===== src/rtl/calculations.sv =====
// rtl/calculations.sv - execute-stage datapath slice: operand registers, operand muxes, ALU, ALUOut register and flags
module calculations #(
  parameter int WIDTH = 16
) (
  input  logic             clk,
  input  logic             reset,
  input  logic [WIDTH-1:0] input_A,
  input  logic [WIDTH-1:0] input_B,
  input  logic [WIDTH-1:0] input_PC,
  input  logic [WIDTH-1:0] input_imm,
  input  logic [3:0]       input_ALUOp,
  input  logic [1:0]       input_ALUSrcA,
  input  logic [1:0]       input_ALUSrcB,
  input  logic             input_PCSrc,
  output logic [WIDTH-1:0] output_ALUMuxOut,
  output logic [WIDTH-1:0] output_ALUOut_sr,
  output logic [WIDTH-1:0] output_B_sr,
  output logic             output_Zero,
  output logic             output_negative,
  output logic             output_carry
);

  logic [WIDTH-1:0] a_q, a_d;
  logic [WIDTH-1:0] b_q, b_d;
  logic [WIDTH-1:0] alu_out_q, alu_out_d;
  logic [WIDTH-1:0] op_a, op_b, result;
  logic [WIDTH:0]   wide;
  logic [3:0]       shamt;
  logic             carry;

  always_comb begin
    case (input_ALUSrcA)
      2'b01:   op_a = '0;
      2'b10:   op_a = a_q;
      default: op_a = input_PC;
    endcase
    case (input_ALUSrcB)
      2'b00:   op_b = b_q;
      2'b01:   op_b = WIDTH'(2);
      2'b10:   op_b = input_imm;
      default: op_b = input_imm << 1;
    endcase
  end

  // Shifts run one bit wider so the last bit shifted out lands in the spare bit;
  // a zero shift amount leaves that spare bit at 0.
  always_comb begin
    result = '0;
    carry  = 1'b0;
    wide   = '0;
    shamt  = op_b[3:0];
    case (input_ALUOp)
      4'b0000: begin
        wide   = {1'b0, op_a} + {1'b0, op_b};
        result = wide[WIDTH-1:0];
        carry  = wide[WIDTH];
      end
      4'b0001: begin
        wide   = {1'b0, op_a} + {1'b0, ~op_b} + (WIDTH+1)'(1);
        result = wide[WIDTH-1:0];
        carry  = wide[WIDTH];
      end
      4'b0010: result = op_a & op_b;
      4'b0011: result = op_a | op_b;
      4'b0100: result = op_a ^ op_b;
      4'b0101: result = ~op_a;
      4'b0110: begin
        wide   = {1'b0, op_a} << shamt;
        result = wide[WIDTH-1:0];
        carry  = wide[WIDTH];
      end
      4'b0111: begin
        wide   = {op_a, 1'b0} >> shamt;
        result = wide[WIDTH:1];
        carry  = wide[0];
      end
      4'b1000: begin
        wide   = $unsigned($signed({op_a, 1'b0}) >>> shamt);
        result = wide[WIDTH:1];
        carry  = wide[0];
      end
      4'b1001: result = {{(WIDTH-1){1'b0}}, ($signed(op_a) < $signed(op_b))};
      4'b1010: result = op_b;
      default: result = '0;
    endcase
  end

  always_comb begin
    a_d       = input_A;
    b_d       = input_B;
    alu_out_d = result;
  end

  always_ff @(posedge clk or negedge reset) begin
    if (!reset) begin
      a_q       <= '0;
      b_q       <= '0;
      alu_out_q <= '0;
    end else begin
      a_q       <= a_d;
      b_q       <= b_d;
      alu_out_q <= alu_out_d;
    end
  end

  assign output_ALUMuxOut = input_PCSrc ? alu_out_q : result;
  assign output_ALUOut_sr = alu_out_q;
  assign output_B_sr      = b_q;
  assign output_Zero      = (result == '0);
  assign output_negative  = result[WIDTH-1];
  assign output_carry     = carry;

endmodule


===== config.mk =====
export PLATFORM = sky130hd
export DESIGN_NAME = calculations
export DESIGN_NICKNAME = d
export VERILOG_FILES = /design/src/rtl/calculations.sv
export SDC_FILE = /design/constraint.sdc
export NUM_CORES = 1
export LEC_CHECK = 0
export CORE_ASPECT_RATIO = 0.75
export CORE_MARGIN = 5
export CORE_UTILIZATION = 58
export DETAILED_ROUTE_END_ITERATION = 8
export HOLD_SLACK_MARGIN = 0.1
export MAX_ROUTING_LAYER = met4
export PLACE_DENSITY = 0.88
export SLEW_MARGIN = 30
export SYNTH_ARGS = -nofsm -noshare
export SYNTH_HDL_FRONTEND = slang
export SYNTH_SLANG_ARGS = --single-unit

===== constraint.sdc =====
create_clock -name clk -period 10 [get_ports clk]
set_input_delay 2 -clock clk [delete_from_list [all_inputs] [get_ports clk]]
set_output_delay 2 -clock clk [all_outputs]
set_load 0.01 [all_outputs]

==> qor.txt <==
outcome - completed
FMAX - 103.4 MHz
setup violators final - 0
# rows - 32
initial antenna violation count - 1
RSZ-0062 raised after global routing - no
total power - 0.9920 mW
worst vdd ir - 0.08325 mV
hold_sp - output_B_sr[8]$_DFF_PN0_
Port Buffers - 125
M1 GR Usage - 51.77%
post-CTS resize count - 0
GRT busiest layer - met2
Hold WC Path Type - register to register
clk root buf - clkbuf_16
CP Launch Type - input pin
clock period minus worst slack - 9670 ps
TritonCTS clock tree - done
Post-Syn Area - 6242 sq um
relative slew slack - 30.04%
CP required - 8000 ps
antenna viol nets, final - 0
CTS Buffer Depth - 2
Unique masters post-synth - 83
pin count of the biggest net entering global routing - 43
Yosys top cell by area - dfrtp_1
Seq/Total Area, Yosys - 19.24%
synth top area cells - dfrtp_1, ha_1, mux2_2
top cell type's share of synthesized area - 19.24%
final wirelength - 25,570 um
post-cts hold buffer count - 0
Synth Instances - 769
Slew Viols, Final - 0
nets - 993
vias in the first global route - 6,941
worst hold stages - 3
Net Count, Synth - 896
Yosys reg bits - 48
share of layout cells above drive strength 1 - 10.84%
Lkg Pwr - 3.134 nW
DR WL/cell - 25.47 um
Slew @ Worst Pin - 1041 ps
clock sinks - 48
Synth Flop Type - dfrtp_1
CTS Buf Count - 5
maxcap violations - 0
Post-synth ARST share - 100.0%
M2 GR Usage - 56.59%
total number of vias - 7,476
drc violations - 0
Final Hold Vio Count - 0
Layout Cells excl Fill - 1,004
total track usage - 39.87%
Final Cycle Share - 96.70%
element type at the critical path end - output port
worst path cell trace - clkdlybuf4s50_1, inv_1, ha_1, buf_4, nand3b_1, and2_1, inv_1, ha_1, o21ba_2, nor2_1, a21oi_1, nor2b_1, a221o_1, a21boi_0, o221ai_1, or4_1, nor4_1, and4bb_1, clkdlybuf4s50_1
final core occ - 74.57%
Worst path max stage delay - 560 ps
H-tree levels - 2
Clock Latency Late Sink - 300 ps
worst r2r dst - output_ALUOut_sr[13]$_DFF_PN0_
Syn. warnings - 0
Post-synth EDFFs - 0
pwr dens - 127.8 nW/um^2
DRT iter0 DRCs - 1,549
slowest CP cell - or4_1
Synth top cells by count - nor2_1, nand2_1, ha_1
area grow syn2layout - 24.35%
Starting Density - 59.96%
DR pass1 iterations - 7
worst flop-to-flop path startpoint - output_B_sr[1]$_DFF_PN0_
final clock skew - 10.82 ps
Critical Path AT - 7670 ps
core area - 10,410 sq um
WS Path Type - input pin to output port
syn avg cell area - 8.117 sq um
final setup TNS - 0 ps
Die Footprint - 12,960 sq um
Hold Path Sink - output_ALUOut_sr[8]$_DFF_PN0_
first-pass GRT wire length - 39,100 um
Clock transition at path regs - 70 ps
Die W - 129.8 um
Final HPWL DP - 19,700 um
die span in y - 99.85 um
CP max FO - 19
R2R depth - 13
dpl cells - 995
postcts setup bufs - 0
setup slack, reg-to-reg - 5900 ps
GRT overflow - 0
top-count cell post-synth - nor2_1
routability cong. - 1.113
Top Ports - 126
via/cell ratio - 7.446
GRT met3 Usage - 11.65%
==> layout by cell type, fill, tap and decap left out, types with 6 or more instances in the layout <==
cell             instances
o21ai_0                 40
or3_1                    6
nand3_1                 15
a21o_1                   6
o211ai_1                22
mux4_2                  10
or4_1                    6
and2_1                   6
ha_1                    50
buf_4                   22
nand3b_1                 6
o221ai_1                 6
a31oi_1                  6
nand2_1                 52
a22oi_1                 15
a22o_1                  19
clkdlybuf4s50_1        123
mux2i_1                 24
a211oi_1                15
nor3_1                  30
mux2_2                  31
a21oi_1                 47
dfrtp_1                 48
inv_1                   43
a221oi_1                10
nor2_1                  66
nor2b_1                  9
==> cell type report <==
cell class                      count  area, sq um
Clock buffer                        5        125.1
Tap cell                          136        170.2
Fill cell                         766         2648
Timing Repair Buffer              147         1406
Sequential cell                    48         1201
Clock inverter                      3        68.82
Inverter                           48        187.7
Antenna cell                        1        2.502
Multi-Input combinational cell    616         4601
==> routing by layer <==
metal	share of wire, %	wire length [um]	vias to the layer above
li1	-	-	3121
met1	37	9562	3425
met2	40	10300	744
met3	16	3983	186
met4	6.7	1723	0
met5	0	0	-
==> stage by stage <==
| step | hold slack, ps | setup WS [ps] | cell area [sq um] |
|---|---|---|---|
| 2_1_floorplan | 787.7 | 1960 | 6242 |
| 3_3_place_gp | 993.0 | 767.8 | 7571 |
| 3_5_place_dp | 974.1 | 600.0 | 7571 |
| 4_1_cts | 995.4 | 561.7 | 7765 |
| 5_1_grt | 1027 | 191.0 | 7762 |
| 6_report | 1021 | 329.7 | 7762 |
==> kinds of logic (layout without fill, tap and decap cells) <==
logic type,Yosys count,in the layout,share of synthesized area [%]
compound gates,262,262,30.45
xor+xnor,7,7,0.9822
fa+ha+maj,52,52,10.66
buf+inv,105,203,7.055
flops,48,48,19.24
mux,67,67,13.49
other cells,0,1,0
simple gates,228,228,18.12
==> registers in the layout (all words and copies together) (netlist names) <==
signal and count:
a_q 16, output_ALUOut_sr 16, output_B_sr 16
==> worst max-delay path: cells and delay by family <==
family	cells	cell delay [ps]
AND/OR/NAND/NOR	7	2010
AO/OA/AOI/OAI	5	1560
buffers and inverters	5	1430
adder cells (fa/ha/maj)	2	670
==> how the worst max path moves through the flow <==
stage                startpoint          end
3_3_place_gp   input_ALUSrcB[0]  output_Zero
5_1_grt        input_ALUSrcB[0]  output_Zero
2_1_floorplan  input_ALUSrcB[0]  output_Zero
6_report       input_ALUSrcA[0]  output_Zero
3_5_place_dp   input_ALUSrcB[0]  output_Zero
4_1_cts        input_ALUSrcA[0]  output_Zero
==> power breakdown <==
group / internal (mW) / switching, mW
clock network: 0.144 / 0.0804
logic: 0.229 / 0.313
registers: 0.215 / 0.0100
total: 0.588 / 0.404
(Power assumes the default switching activity.)
